**src/rtl/sll_iter.sv**
```systemverilog
// -----------------------------------------------------------------------------
// sll_iter
// Multicycle 32-bit logical left shifter. An operand and a 5-bit shift amount
// are taken on a valid/ready handshake. One binary-weighted stage is applied
// per clock (16, 8, 4, 2, 1). The result is then held on a valid/ready output
// handshake until the consumer takes it. Latency from accept to out_valid is
// fixed at 5 clocks, whatever the shift amount.
//
// Ports
//   clock      in   1   rising-edge clock
//   reset_n    in   1   asynchronous, active-low reset
//   in_valid   in   1   operand/shamt present
//   in_ready   out  1   block can accept (IDLE only)
//   data_in    in   32  operand
//   shamt      in   5   shift amount 0..31
//   out_valid  out  1   data_out holds a completed result
//   out_ready  in   1   consumer takes the result
//   data_out   out  32  shifted result (the work register)
//   busy       out  1   high in any state other than IDLE
// -----------------------------------------------------------------------------
module sll_iter (
    input  logic        clock,
    input  logic        reset_n,
    input  logic        in_valid,
    output logic        in_ready,
    input  logic [31:0] data_in,
    input  logic [4:0]  shamt,
    output logic        out_valid,
    input  logic        out_ready,
    output logic [31:0] data_out,
    output logic        busy
);

    typedef enum logic [2:0] {
        IDLE = 3'd0,
        S16  = 3'd1,
        S8   = 3'd2,
        S4   = 3'd3,
        S2   = 3'd4,
        S1   = 3'd5,
        DONE = 3'd6
    } state_t;

    state_t      state_r;
    state_t      state_nxt_s;
    logic [31:0] work_r;
    logic [31:0] work_nxt_s;
    logic [4:0]  amount_r;
    logic [4:0]  amount_nxt_s;
    logic        in_ready_r;
    logic        out_valid_r;
    logic        busy_r;

    // One conditional stage: shift by the stage weight when its amount bit is set.
    function automatic logic [31:0] stage_shift(input logic [31:0] value,
                                                input logic        enable,
                                                input logic [4:0]  weight);
        logic [31:0] result;
        if (enable) begin
            result = value << weight;
        end else begin
            result = value;
        end
        return result;
    endfunction

    // Next-state, work and amount update logic.
    always_comb begin
        state_nxt_s  = state_r;
        work_nxt_s   = work_r;
        amount_nxt_s = amount_r;
        case (state_r)
            IDLE: begin
                if (in_valid) begin
                    state_nxt_s  = S16;
                    work_nxt_s   = data_in;
                    amount_nxt_s = shamt;
                end else begin
                    state_nxt_s  = IDLE;
                end
            end
            S16: begin
                work_nxt_s  = stage_shift(work_r, amount_r[4], 5'd16);
                state_nxt_s = S8;
            end
            S8: begin
                work_nxt_s  = stage_shift(work_r, amount_r[3], 5'd8);
                state_nxt_s = S4;
            end
            S4: begin
                work_nxt_s  = stage_shift(work_r, amount_r[2], 5'd4);
                state_nxt_s = S2;
            end
            S2: begin
                work_nxt_s  = stage_shift(work_r, amount_r[1], 5'd2);
                state_nxt_s = S1;
            end
            S1: begin
                work_nxt_s  = stage_shift(work_r, amount_r[0], 5'd1);
                state_nxt_s = DONE;
            end
            DONE: begin
                // No accept in the handshake cycle: always pass through IDLE.
                if (out_ready) begin
                    state_nxt_s = IDLE;
                end else begin
                    state_nxt_s = DONE;
                end
            end
            default: begin
                state_nxt_s  = IDLE;
                work_nxt_s   = 32'd0;
                amount_nxt_s = 5'd0;
            end
        endcase
    end

    // State, datapath and output-flag registers.
    // The flags are decoded from the next state, so they match the state register.
    always_ff @(posedge clock or negedge reset_n) begin
        if (!reset_n) begin
            state_r     <= IDLE;
            work_r      <= 32'd0;
            amount_r    <= 5'd0;
            in_ready_r  <= 1'b1;
            out_valid_r <= 1'b0;
            busy_r      <= 1'b0;
        end else begin
            state_r     <= state_nxt_s;
            work_r      <= work_nxt_s;
            amount_r    <= amount_nxt_s;
            in_ready_r  <= (state_nxt_s == IDLE);
            out_valid_r <= (state_nxt_s == DONE);
            busy_r      <= (state_nxt_s != IDLE);
        end
    end

    assign in_ready  = in_ready_r;
    assign out_valid = out_valid_r;
    assign busy      = busy_r;
    assign data_out  = work_r;

endmodule

```
**config.mk**
```make
export PLATFORM = sky130hd
export DESIGN_NAME = sll_iter
export DESIGN_NICKNAME = d
export VERILOG_FILES = /design/src/rtl/sll_iter.sv
export SDC_FILE = /design/constraint.sdc
export NUM_CORES = 1
export LEC_CHECK = 0
export CAP_MARGIN = 20
export CELL_PAD_IN_SITES_DETAIL_PLACEMENT = 0
export CELL_PAD_IN_SITES_GLOBAL_PLACEMENT = 2
export CORE_MARGIN = 4
export CORE_UTILIZATION = 31
export DETAILED_ROUTE_END_ITERATION = 8
export GPL_TIMING_DRIVEN = 0
export PLACE_DENSITY_LB_ADDON = 0.1
export SLEW_MARGIN = 20
export SYNTH_ARGS = -nofsm -noshare
export SYNTH_HDL_FRONTEND = slang
export SYNTH_SLANG_ARGS = --single-unit
export TNS_END_PERCENT = 20
```
**constraint.sdc**
```tcl
create_clock -name clock -period 2.4 [get_ports clock]
set_input_delay 0.48 -clock clock [delete_from_list [all_inputs] [get_ports clock]]
set_output_delay 0.48 -clock clock [all_outputs]
set_load 0.02 [all_outputs]
```
# Word-level counts from Yosys, hierarchy flattened
# Cells that the tools add are included.
# word_totals
ff_bits,43
input_bits,41
out_inout_bits,35
elab_cells,39
# op_classes
eq_ne,13
muxes,12
n_bitwise,2
n_reduce_logical,6
# ops
op,count
case mux 32 bit (7 select lines),1
2-to-1 mux 32 bit,6
case mux 3 bit (7 select lines),1
equality test 3 bit (second input constant),4
!= test 2 bit (second input constant),6
case mux 5 bit (2 select lines),1
AND reduction 7 bit,1
equality test 3 x 2 -> 1 bit (second input constant),2
zero test 3 bit,2
OR reduction 6 bit,1
2-to-1 mux 5 bit,1
equality test 3 x 1 -> 1 bit (second input constant),1
2-to-1 mux 3 bit,1
nonzero test 3 bit,1
inverter 1 bit,2
AND reduction 2 bit,1
2-to-1 mux 1 bit,1

# Longest topological paths before layout
# depth
word_depth,4
depth_mapped,7

# Worst setup path after synthesis
# No wires, ideal clock.
# synth_timing
kind,register to register
startpoint,reg state_r[0]
endpoint,"reg work_r[17], in the netlist data_out[17]"
setup_time_ps,127
t_arrival_ps,1721
slack_ps,552
path_stages_with_launch,7
path_buffers,2
synth_period_minus_slack_ps,1848
path_cell_list,dfrtp_1 buf_2 nand2_1 o221ai_2 a221oi_4 buf_6 mux2_1
# synth_between
elab_chain_len,3
# synth_lines
item,line,source
from (decl),44,state_t state_r;
from (signal assigned),129,state_r <= state_nxt_s;
equality test 3 x 1 -> 1 bit (tied with other cells),72,case (state_r)
!= test 2 bit (no line) / inverter 1 bit (equally long branches),n/a,
AND reduction 7 bit (no line),n/a,
to (signal assigned),130,work_r <= work_nxt_s;
to (decl),46,logic [31:0] work_r;
# Several ways; a longest one is shown, not always the timed one.
# A chain may end at the register's enable or synchronous reset.

# Worst setup path after layout
# layout_timing
startpoint,reg state_r[2]
endpoint,"reg work_r[23], in the netlist data_out[23]"
# Same word-level chain as after synthesis.

==> metrics.csv <==
metric,value,unit
status,"complete, no violations",
die_area,11500,um2
setup_tns,0,ns
ctsRootBufferMaster,clkbuf_8,
synth_nets,341,
cts_setup_buffers,0,
synthArstFlopShare,100,%
drc,0,
cpMaxStageDelayCell,a221oi_4,
grtUsageTotal,21.1,%
clk_latency,0.31,ns
post_synth_xor_area_fraction,0,%
synth-edff-count,0,
rsz0062_at_grt,no,
synthFlopType,dfrtp_1,
nets,424,
synth_cell_types,43,
clock_sinks,43,
dpl_cell_area,3990,um2
postLayoutCellArea,4070,um2
synth-simple-area-share,10.4,%
grt_pass1_vias,2966,
finClkSkew,0.0117,ns
routed_wirelength,11.7,mm
fin_crit_sh,94.5,%
gp_congestion,0.816,
worst_pin_slew,0.829,ns
grt_max_degree,25,
die_w,107,um
synth-compound-area-share,19.3,%
r2r-end,data_out[23]$_DFFE_PN0P_,
drt-initial-drc-count,196,
antennaDiodeCount,0,
clock_tree.buffer_depth,2,
maxCapViolCount,0,
drive_gt1_share,13.3,%
synth_seq_cells,43,
synthAdderAreaFrac,0,%
crit_path_start,state_r[2]$_DFF_PN0_,
irDropWorstVdd,456,uV
drt-pass1-iter-count,5,
critPathLaunchType,flip-flop,
cts-resized-gates,0,
nFillCells,914,
ioPinCount,76,
cellLeakagePower,1.71,nW
critPathArrivalTime,2.46,ns
area_growth,33.1,%
fmax,0.441,GHz
r2r_start,state_r[2]$_DFF_PN0_,
critical_path_class,flip-flop to flip-flop,
min_period,2.27,ns
yosys_warnings,0,
power_density,1470,nW/um2
htreeDepth,2,
setup_viol,0,
hold_viol,0,
ys_seq_area_share,35.2,%
core_area,9420,um2
synth_mux_area_share,29.1,%
vias,2861,
drv_slew,0,
slowest_delay,0.56,ns
relSlewSlack,44.5,%
die_height,107,um
rows,35,
antenna_found_initial,0,
ff2ff_setup_slack,0.13,ns
holdBufCountCts,0,
hp-class,input pin to asynchronous set/reset pin,
ant_nets,0,
syn_avg_cell_area,10.2,um2
cts_made_buffers,5,
vias_per_cell,5.58,
grt_overflow,0,
worstPathMaxFanout,10,
cp-end-kind,flip-flop,
synth_top_family_by_area,multiplexers,
grt_pass1_wl,18.5,mm
postSynthCellCount,300,
post-dp-hpwl,8.34,mm
port_buffers,75,
total_power,6.00,mW
start_util,32.5,%
detail_route.wl_per_cell,22.8,um
path_cells,"inv_1, o221ai_2, a221oi_4, buf_6, mux2_1",
cts_tree,yes,
synth_area,3060,um2
worst-r2r-cell-count,5,
critPathRequiredTime,2.59,ns
clkTransAtPathRegs,0.09,ns
endpoint,data_out[23]$_DFFE_PN0P_,
[registers in the layout, indices dropped and copies added (netlist names)]
register   flops
amount_r       5
busy           1
state_r        3
in_ready       1
data_out      32
out_valid      1
[placed cells by master, fill, tap and decap left out, drive strengths merged, types with 4 or more instances in the layout]
master         instances
inv                   10
nor3b                  7
o221ai                 7
buf                   22
nand3                  4
o22ai                 12
dfrtp                 42
nand2                 20
o221a                  5
nand2b                 4
o21ai                 11
a22oi                  8
mux2                  40
a21oi                 12
nor2                  10
a221o                  7
clkbuf                13
clkdlybuf4s50         74
mux2i                 44
[critical path, delay by kind of cell (launching register included)]
kind	cells	cell delay (ns)
mux	1	0.34
buf+inv	2	0.58
compound gates	2	0.75
flops	1	0.47
[final cells by class]
cell class              instances  area (um2)  share of cell area [%]
multi-input cells             221        1800                    44.2
repair buffers                 76         766                    18.8
plain buffers                  26         144                    3.54
flip-flops and latches         43        1080                    26.5
well taps                     129         161                    3.97
clock buffers                   7        76.3                    1.88
clock inverters                 1        7.51                   0.185
inverters                      10        37.5                   0.923
[through the flow]
step	util, %	hold slack, ns	worst slack (ns)	instances
2_1_floorplan	-	0.184	0.552	300
3_3_place_gp	42.2	0.474	-0.470	504
3_5_place_dp	42.3	0.471	-0.0503	505
4_1_cts	43.2	0.136	0.113	513
5_1_grt	43.2	0.162	0.0363	513
6_report	43.2	0.122	0.131	513
[worst min-delay path by stage]
| stage | from | slack (ns) | endpoint |
|---|---|---|---|
| floorplan | reset_n | 0.18 | amount_r[0]$_DFFE_PN0P_ |
| global placement | data_out[31]$_DFFE_PN0P_ | 0.47 | data_out[31]$_DFFE_PN0P_ |
| detailed placement | reset_n | 0.47 | data_out[17]$_DFFE_PN0P_ |
| CTS | reset_n | 0.14 | amount_r[0]$_DFFE_PN0P_ |
| global route | reset_n | 0.16 | amount_r[0]$_DFFE_PN0P_ |
| finish | reset_n | 0.12 | amount_r[0]$_DFFE_PN0P_ |
[power breakdown]
part           switching (mW)  internal (mW)  total [mW]
combinational            2.18           1.84        4.02
clock                   0.273          0.207       0.480
sequential              0.470           1.03        1.50
[layer usage]
| layer | global-route usage, % | share of wire, % | vias to the layer above |
|---|---|---|---|
| met5 | 0 | 0 | - |
| met4 | 5.30 | 1.6 | 0 |
| met3 | 3.24 | 5.4 | 20 |
| met2 | 32.5 | 45 | 107 |
| met1 | 30.8 | 48 | 1423 |
| li1 | - | - | 1311 |
[synth_stat cells, types with 2 or more instances]
master	n	area (um2)
nand3_1	4	20.0
o221a_2	5	56.3
and2_1	2	12.5
dfrtp_1	42	1050
a221o_1	7	70.1
buf_1	2	7.51
o22ai_1	12	75.1
buf_2	13	65.1
clkbuf_1	6	22.5
and3_1	3	18.8
o221ai_1	6	52.6
mux2_1	26	293
o21ai_0	11	55.1
inv_1	10	37.5
nand2_1	20	75.1
nor2b_1	3	18.8
mux2_2	14	158
o22a_1	3	26.3
a21oi_1	12	60.1
and3b_1	2	17.5
a22oi_1	8	60.1
mux2i_1	44	440
buf_4	2	15.0
a32oi_1	3	26.3
nor2_1	10	37.5
buf_6	3	33.8
nand2b_1	4	25.0
nor3b_1	6	45.0
o2bb2ai_1	3	26.3
[cells by family after synthesis]
logic type | Yosys count
compound gates | 77
mux | 84
simple gates | 60
flops | 43
buf+inv | 36
No activity file was read; power rests on OpenSTA's default activity.
==> RTL edit: new RTL, config.mk and constraints unchanged <==
Encoding of `state_t`: now one-hot (7 bits for 7 states).
--- a/src/rtl/sll_iter.sv
+++ b/src/rtl/sll_iter.sv
@@ -31,14 +31,14 @@
     output logic        busy
 );
 
-    typedef enum logic [2:0] {
-        IDLE = 3'd0,
-        S16  = 3'd1,
-        S8   = 3'd2,
-        S4   = 3'd3,
-        S2   = 3'd4,
-        S1   = 3'd5,
-        DONE = 3'd6
+    typedef enum logic [6:0] {
+        IDLE = 7'b0000001,
+        S16  = 7'b0000010,
+        S8   = 7'b0000100,
+        S4   = 7'b0001000,
+        S2   = 7'b0010000,
+        S1   = 7'b0100000,
+        DONE = 7'b1000000
     } state_t;
 
     state_t      state_r;
Behaviour: same outputs for any inputs over 10 cycles, from zero or initial values and one cycle with reset_n low; not proved beyond that.
==> RTL edit against the unedited design <==
- wire length shrank 1.4%
- via count grew 4.5%
- clock skew shrank 2.7 ps
- setup slack gained 4.8 ps
- critical endpoint is now data_out[29]
- sequential share of layout area grew 1.8 points
- area after synthesis grew 1.8%
- power shrank 10%
- sequential cell count grew 4
- highest routed layer unchanged
- combinational power shrank 21%
- design area grew 2.4%
==> RTL edit: results (changes against the unedited design) <==
Status
  – Status: complete, no violations

Finish
  – Proportion of layout cells with a drive suffix above 1: 14.3% (+1.0 points)
  – Post-layout net count: 438 (+3.3%)
  – Max reg flops: 32 (unchanged)

Critical path
  – FF-to-FF setup slack: approximately 140 ps
  – RR Startpoint: state_r[3]
  – CP peak stage delay: 510 ps (-50 ps)
  – FF-to-FF End: data_out[29]
  – R2r worst-path depth: 7 (+2)
  – CP max-delay cell: dfrtp_1

Synthesis
  – Distinct cells, synth: 52 (+21%)
  – Syn nets: 356 (+4.4%)
  – Area contributors post-synth: dfrtp_1, a22oi_1, mux2_2
  – Synth warn: 0 (unchanged)
  – Post-synthesis sequential area ratio: 37.9% (+2.6 points)
  – Synth cell count leaders: dfrtp_1, a22oi_1, nand2_1, inv_1, buf_2

Global routing
  – Initial antenna violation count: 0 (unchanged)
  – Largest net degree at the start of global routing: 48 (+92%)
  – Total track usage: 20.1% (-0.99 points)
  – First-pass GRT wire length: 17900 um (-2.8%)
  – Vias in the first global route: 3035 (+2.3%)

Clock network
  – Clock slew at reported path FFs: 110 ps (+20 ps)
  – Clock root buffer: clkbuf_8
  – Worst-Skew Late Latency: 320 ps

Timing
  – Hold slack: 174 ps (+51.4 ps)
  – Clk_skew: 9.01 ps (-2.68 ps)
  – Final hold vios: 0 (unchanged)
  – Worst slew pin tran: 840 ps (+11.3 ps)

Drt
  – Initial DRC Count: 139 (-29%)
  – Via count: 2989 (+4.5%)
  – Total length of routed wires: 11500 um (-1.4%)

Power
  – P_leak: 1.75 nW (+2.9%)
  – Worst VDD drop: 0.440 mV (-3.6%)

Placement
  – HPWL Detailed: 8010 um (-3.9%)
  – Pre-CTS setup slack: -140 ps (-90.1 ps)
  – Gpl congestion: 0.781 (-4.3%)
  – Placed Area: 4030 um^2 (+1.0%)

Worst hold path
  – Worst Hold Class: primary input to async pin
## RTL edit: cell families (layout without fill, tap and decap cells)
kind of cell,count (synthesis),after routing,share of synthesized area [%]
buffers and inverters,50,133,7.80
AO/OA/AOI/OAI,115,115,30.4
AND/OR/NAND/NOR,71,71,12.9
multiplexers,32,32,11.0
flip-flops,47,47,37.9
## RTL edit: area by class of cell
class,instances,area (um^2)
buffer,31,178
clock buffer,5,68.8
clock inverter,3,47.5
fill,988,5610
inverter,19,71.3
multi-input combinational,218,1710
sequential,47,1180
tap,133,166
timing repair buffer,75,748
## RTL edit: per-layer routing
metal,vias up,share of wire (%),global-route usage [%]
met5,-,0,0
met4,0,1.7,5.14
met3,16,6.1,3.04
met2,110,44,29.7
met1,1477,49,30.6
li1,1386,-,-
## RTL edit: worst max-delay path: cells and delay by family (launching register included)
family | cells | cell delay (ps)
AND/OR/NAND/NOR | 1 | 190
AO/OA/AOI/OAI | 3 | 600
flip-flops | 1 | 510
buffers and inverters | 2 | 500
multiplexers | 1 | 360
## RTL edit: per-stage QoR
| stage | cells | util, % |
|---|---|---|
| 3_3_place_gp | 523 | 41.2 |
| 4_1_cts | 531 | 42.4 |
| 3_5_place_dp | 523 | 41.2 |
| 2_1_floorplan | 315 | - |
| 6_report | 531 | 42.6 |
| 5_1_grt | 531 | 42.6 |
## RTL edit: power by group
part / total [W] / internal, W / leakage (nW) / switching (W)
clock: 0.000646 / 0.000317 / 0.0587 / 0.000329
sequential: 0.00156 / 0.00110 / 0.615 / 0.000467
combinational: 0.00319 / 0.00141 / 1.08 / 0.00178
total: 0.00540 / 0.00282 / 1.75 / 0.00258
## RTL edit: what timing repair did
| item | CTS | global route |
|---|---|---|
| hold buffers | 0 | 0 |
| pin swaps | 0 | 0 |
| hold endpoints to repair | 0 | 0 |
| endpoints found under the setup margin | 7 | 32 |
| gates resized for setup | 2 | 5 |
## RTL edit: how the worst max path moves through the flow
stage	from	to	slack (ps)	depth (start not counted)
after floorplan	state_r[0]	data_out[14]	380	6
after global placement	reset_n	data_out[11]	-720	1
after detailed placement	in_valid	data_out[14]	-140	7
after CTS	state_r[0]	data_out[10]	10	7
after global routing	state_r[3]	data_out[29]	-5	7
final	state_r[3]	data_out[29]	140	7
